`src/rtl/freq_meter_pkg.sv`:
```
// Shared types and constants for the gated-window frequency meter.
`timescale 1ns/1ps
package freq_meter_pkg;

    typedef enum logic [1:0] {
        GATE  = 2'd0,
        LATCH = 2'd1,
        CLEAR = 2'd2
    } state_t;

    localparam logic [3:0] BCD_MAX        = 4'd9;
    localparam int         DEFAULT_CLK_HZ = 50_000_000;

endpackage

```
`src/rtl/freq_meter_bcd_digit.sv`:
```
// One decade of the BCD event counter; carry fires when this digit wraps 9 -> 0.
`timescale 1ns/1ps
module bcd_digit
    import freq_meter_pkg::*;
(
    input  logic       clk,
    input  logic       rst_n,
    input  logic       inc,
    input  logic       clr,
    output logic [3:0] q,
    output logic       carry
);

    assign carry = (q == BCD_MAX) && inc;

    always_ff @(posedge clk or negedge rst_n) begin
        if (!rst_n) begin
            q <= 4'd0;
        end else if (clr) begin
            q <= 4'd0;
        end else if (inc) begin
            q <= (q == BCD_MAX) ? 4'd0 : q + 4'd1;
        end
    end

endmodule

```
`src/rtl/freq_meter.sv`:
```
// Gated-window frequency meter: counts sig_in rising edges over GATE_CYCLES clocks
// and latches the result as packed BCD.
`timescale 1ns/1ps
module freq_meter
    import freq_meter_pkg::*;
#(
    parameter int CLK_HZ      = DEFAULT_CLK_HZ,
    parameter int GATE_CYCLES = CLK_HZ,
    parameter int NUM_DIGITS  = 8
) (
    input  logic                    clk,
    input  logic                    rst_n,
    input  logic                    sig_in,
    input  logic                    hold,
    output logic [4*NUM_DIGITS-1:0] freq_bcd,
    output logic                    valid,
    output logic                    ovf
);

    localparam int             GCW       = (GATE_CYCLES > 1) ? $clog2(GATE_CYCLES) : 1;
    localparam logic [GCW-1:0] GATE_LAST = GCW'(GATE_CYCLES - 1);

    logic                    sync1, sync2, sync3;
    logic                    edge_pulse;
    state_t                  state, state_nxt;
    logic [GCW-1:0]          gate_cnt;
    logic                    count_en;
    logic                    digit_clr;
    logic                    all9;
    logic                    sat;
    logic [NUM_DIGITS-1:0]   is9;
    logic [NUM_DIGITS:0]     inc_chain;
    logic [4*NUM_DIGITS-1:0] bcd_cnt;

    // Input synchronizer plus one extra stage for rising-edge detection
    always_ff @(posedge clk or negedge rst_n) begin
        if (!rst_n) begin
            sync1 <= 1'b0;
            sync2 <= 1'b0;
            sync3 <= 1'b0;
        end else begin
            sync1 <= sig_in;
            sync2 <= sync1;
            sync3 <= sync2;
        end
    end

    assign edge_pulse = sync2 & ~sync3;

    // Window sequencer
    always_ff @(posedge clk or negedge rst_n) begin
        if (!rst_n) begin
            state <= CLEAR;
        end else begin
            state <= state_nxt;
        end
    end

    always_comb begin
        state_nxt = state;
        case (state)
            GATE:    if (gate_cnt == GATE_LAST) state_nxt = LATCH;
            LATCH:   state_nxt = CLEAR;
            CLEAR:   state_nxt = GATE;
            default: state_nxt = CLEAR;
        endcase
    end

    always_ff @(posedge clk or negedge rst_n) begin
        if (!rst_n) begin
            gate_cnt <= '0;
        end else if (state == CLEAR) begin
            gate_cnt <= '0;
        end else if (state == GATE) begin
            gate_cnt <= gate_cnt + 1'b1;
        end
    end

    // BCD counter: edges only count during GATE, and stop advancing at all-9s
    assign count_en     = (state == GATE) && edge_pulse;
    assign digit_clr    = (state == CLEAR);
    assign all9         = &is9;
    assign inc_chain[0] = count_en & ~all9;

    for (genvar k = 0; k < NUM_DIGITS; k++) begin : g_digit
        assign is9[k] = (bcd_cnt[4*k +: 4] == BCD_MAX);

        bcd_digit u_digit (
            .clk   (clk),
            .rst_n (rst_n),
            .inc   (inc_chain[k]),
            .clr   (digit_clr),
            .q     (bcd_cnt[4*k +: 4]),
            .carry (inc_chain[k+1])
        );
    end

    // A carry out of the top digit would be a wrap, so it also marks saturation
    always_ff @(posedge clk or negedge rst_n) begin
        if (!rst_n) begin
            sat <= 1'b0;
        end else if (state == CLEAR) begin
            sat <= 1'b0;
        end else if ((count_en && all9) || inc_chain[NUM_DIGITS]) begin
            sat <= 1'b1;
        end
    end

    // Result registers: updated only in LATCH, and only when not held
    always_ff @(posedge clk or negedge rst_n) begin
        if (!rst_n) begin
            freq_bcd <= '0;
            ovf      <= 1'b0;
            valid    <= 1'b0;
        end else begin
            valid <= (state == LATCH) && !hold;
            if ((state == LATCH) && !hold) begin
                freq_bcd <= bcd_cnt;
                ovf      <= sat;
            end
        end
    end

endmodule

```
`config.mk`:
```
export PLATFORM = sky130hd
export DESIGN_NAME = freq_meter
export DESIGN_NICKNAME = d
export VERILOG_FILES = /design/src/rtl/freq_meter_pkg.sv /design/src/rtl/freq_meter_bcd_digit.sv /design/src/rtl/freq_meter.sv
export SDC_FILE = /design/constraint.sdc
export NUM_CORES = 1
export LEC_CHECK = 0
export CORE_MARGIN = 1.5
export CORE_UTILIZATION = 35
export DETAILED_ROUTE_END_ITERATION = 10
export GPL_TIMING_DRIVEN = 1
export SETUP_SLACK_MARGIN = 0.5
export SLEW_MARGIN = 25
export SYNTH_ARGS = -nofsm -noshare
export SYNTH_HDL_FRONTEND = slang
export SYNTH_SLANG_ARGS = --single-unit
```
`constraint.sdc`:
```
create_clock -name clk -period 2.4 [get_ports clk]
set_input_delay 0.48 -clock clk [delete_from_list [all_inputs] [get_ports clk]]
set_output_delay 0.48 -clock clk [all_outputs]
set_load 0.02 [all_outputs]
```
==> out/results.tsv <==
stage	metric	value	unit
status	status	finished clean	
cts	Reg clk slew, reported paths	0.07	ns
global_route	first-pass GRT wire length	17600	um
cts	CTS tree	built	
drt	drt drc	0	
sta	Min Clock Period, post-route	1.99	ns
worst_setup_path	crit-path max FO	4	
cells_and_area	Final Util	46.2	%
logic_synthesis	Post-synth EDFFs	0	
floorplan	site row count	42	
logic_synthesis	sequential area share after synthesis	52.0	%
drt	Routed Antenna Nets	0	
cts	Max H-tree Level	3	
drt	DRT iter0 DRCs	235	
pwr	P per Cell Area	594	nW/um^2
sta	max-slew violations	0	
sta	Worst Tran Pin Value	0.644	ns
floorplan	Die H	119	um
drt	routed wire length	10300	um
worst_setup_path	crit path DAT	2.26	ns
global_route	GR Util All Layers	15.5	%
logic_synthesis	count leader, synth	dfrtp_1	
place	DPL Wire Length	6540	um
drt	via count	3566	
worst_setup_path	CP Class	reg2reg	
logic_synthesis	Yosys reg bits	98	
sta	RSZ-0062 raised after global routing	true	
cells_and_area	P&R area growth vs syn	29.1	%
logic_synthesis	Synth Flop Type	dfrtp_1	
pwr	peak supply drop	0.338	mV
logic_synthesis	synth warn	0	
cells_and_area	post-route insts no fill	689	
place	Cells after DPL	645	
drt	Pre-Repair DR Iteration Count	4	
cells_and_area	FILL cells	1205	
floorplan	core outline area	13200	um^2
cts	Hold-fix buffers, CTS	0	
floorplan	Initial Utilization	35.8	%
run	max cap viols	0	
cells_and_area	final instance area	6090	um^2
cells_and_area	fraction of layout cells with a size suffix above 1	27.3	%
floorplan	Die Footprint	14200	um^2
worst_setup_path	critical path startpoint category	flop	
sta	final setup vio count	0	
pwr	overall power	3.62	mW
cts	clk buf depth	2	
cts	total CTS buffers	9	
logic_synthesis	asr flop ratio synth	100	%
logic_synthesis	syn_nets	456	
logic_synthesis	number of distinct library cells after synthesis	50	
sta	skew final	0.0100	ns
hold_path	HP Class	in2async	
sta	Setup TNS	0	ns
worst_setup_path	R2R setup slack	0.41	ns
global_route	antenna violations before repair	0	
sta	Hold WS	0.108	ns
global_route	total gr overflow	0	
logic_synthesis	Post-Synthesis Cell Area	4720	um^2
worst_setup_path	Crit. End Element	flop	
sta	Final Hold Viols	0	
floorplan	Chip Width	119	um
worst_setup_path	Crit. Startpoint	g_digit[6].u_digit.q[1]	
place	GPL Wtd Cong	0.846	
worst_setup_path	worst r2r src	g_digit[6].u_digit.q[1]	
cells_and_area	Layout Nets	529	
cts	root buffer cell	clkbuf_16	
drt	WL per Instance	14.9	um
cells_and_area	antenna diode count	0	
logic_synthesis	Commonest cells post-synth	97 x dfrtp_1, 45 x nor2_1, 33 x mux2_2	
place	pre-CTS WS	0.245	ns
cts	worst skew pair latency	0.35	ns
floorplan	I/O pin count	38	
logic_synthesis	cell count after synthesis	435	
drt	mean number of vias per cell	5.18	
worst_setup_path	Worst Path Required	2.67	ns
sta	f_max	0.502	GHz
sta	final setup margin	0.408	ns
logic_synthesis	average cell area after synthesis	10.8	um^2
sta	period utilisation layout	83.0	%
global_route	largest net degree at the start of global routing	50	
logic_synthesis	post-synth top area share	51.4	%
place	Placed Instance Area	5410	um^2
logic_synthesis	Yosys top cell by area	dfrtp_1	
place	IO Port Bufs	37	
cts	CTS sink cnt	98	
global_route	vias in the first global route	3714	
logic_synthesis	top cells by area, synth	dfrtp_1 51%, mux2_2 7.9%, ha_1 4.5%	
pwr	leakage	2.75	nW
sta	Slew HR	57.1	%
[layer usage]
layer | GRT usage [%] | wire length, um | vias up | part of all wire [%]
li1 | - | - | 1700 | -
met1 | 19.5 | 4780 | 1782 | 47
met2 | 25.7 | 5010 | 65 | 49
met3 | 3.16 | 263 | 19 | 2.6
met4 | 6.93 | 220 | 0 | 2.1
met5 | 0 | 0 | - | 0
[logic make-up (layout without fill, tap and decap cells)]
logic type	after synthesis	after routing	share of synthesized area (%)
adders and majority gates	17	17	4.51
DFF	98	98	52.0
buffers and inverters	28	106	2.36
AOI/OAI and AO/OA	64	64	8.64
muxes	42	42	9.89
xor gates and xnor gates	18	18	3.34
and+or+nand+nor	168	168	19.3
[what timing repair did]
item                                    4_1_cts  5_1_grt
gates resized for setup                      19       21
setup buffers                                20        7
cloned                                        0        1
pin swaps                                     4        9
endpoints found under the setup margin       27       32
endpoints found under the hold margin         0        0
[worst paths after layout]
check,to,cells past startpoint
worst max-delay path,g_digit[3].u_digit.q[0],10
worst min-delay path,freq_bcd[2],1
worst max register to register,g_digit[3].u_digit.q[0],10
worst min register to register,sync2,0
max in group asynchronous,state[1],2
min in group clk,sync2,0
[worst max-delay path, stage by stage (launching register included)]
cell	delay, ns
dfrtp_1	0.37
inv_1	0.06
ha_2	0.17
nand3b_1	0.12
buf_6	0.16
nor4_4	0.33
buf_4	0.19
a211oi_2	0.06
buf_4	0.16
xnor2_2	0.14
nor3_2	0.16
[cell type report]
cell class / count / area, um^2 / area share [%]
multi-input combinational: 309 / 2290 / 37.6
timing repair buffer: 79 / 739 / 12.1
clock buffer: 12 / 267 / 4.37
tap: 176 / 220 / 3.61
clock inverter: 4 / 72.6 / 1.19
inverter: 11 / 41.3 / 0.678
sequential: 98 / 2460 / 40.4
[registers in the layout (all words and copies together) (netlist names)]
signal / flops
state: 2
ovf: 1
sat: 1
g_digit.u_digit.q: 32
valid: 1
gate_cnt: 26
sync3: 1
sync1: 1
freq_bcd: 32
sync2: 1
[cell usage in the layout (no fill, tap or decap), types with 4 or more instances in the layout]
cell type,instances
and3_1,5
nand4_1,8
or3_1,5
inv_1,11
o21ai_0,13
a21oi_1,20
and3b_2,6
a31o_2,6
xor2_1,14
dfrtp_1,93
buf_4,35
nand2b_1,5
ha_1,15
nand3b_1,6
buf_6,5
nor3_1,13
nor2_1,44
dfrtp_2,4
nor3_2,4
clkdlybuf4s50_1,36
nand2_1,30
clkbuf_16,9
nand3_1,16
mux2i_1,8
mux2_2,33
[power by group]
part | leakage (nW) | internal (mW) | total, mW | switching, mW
Sequential | 1.33 | 1.70 | 1.74 | 0.0435
Combinational | 1.26 | 0.126 | 0.275 | 0.150
Clock | 0.165 | 0.996 | 1.60 | 0.603
Total | 2.75 | 2.82 | 3.62 | 0.796
(Power assumes the default switching activity.)
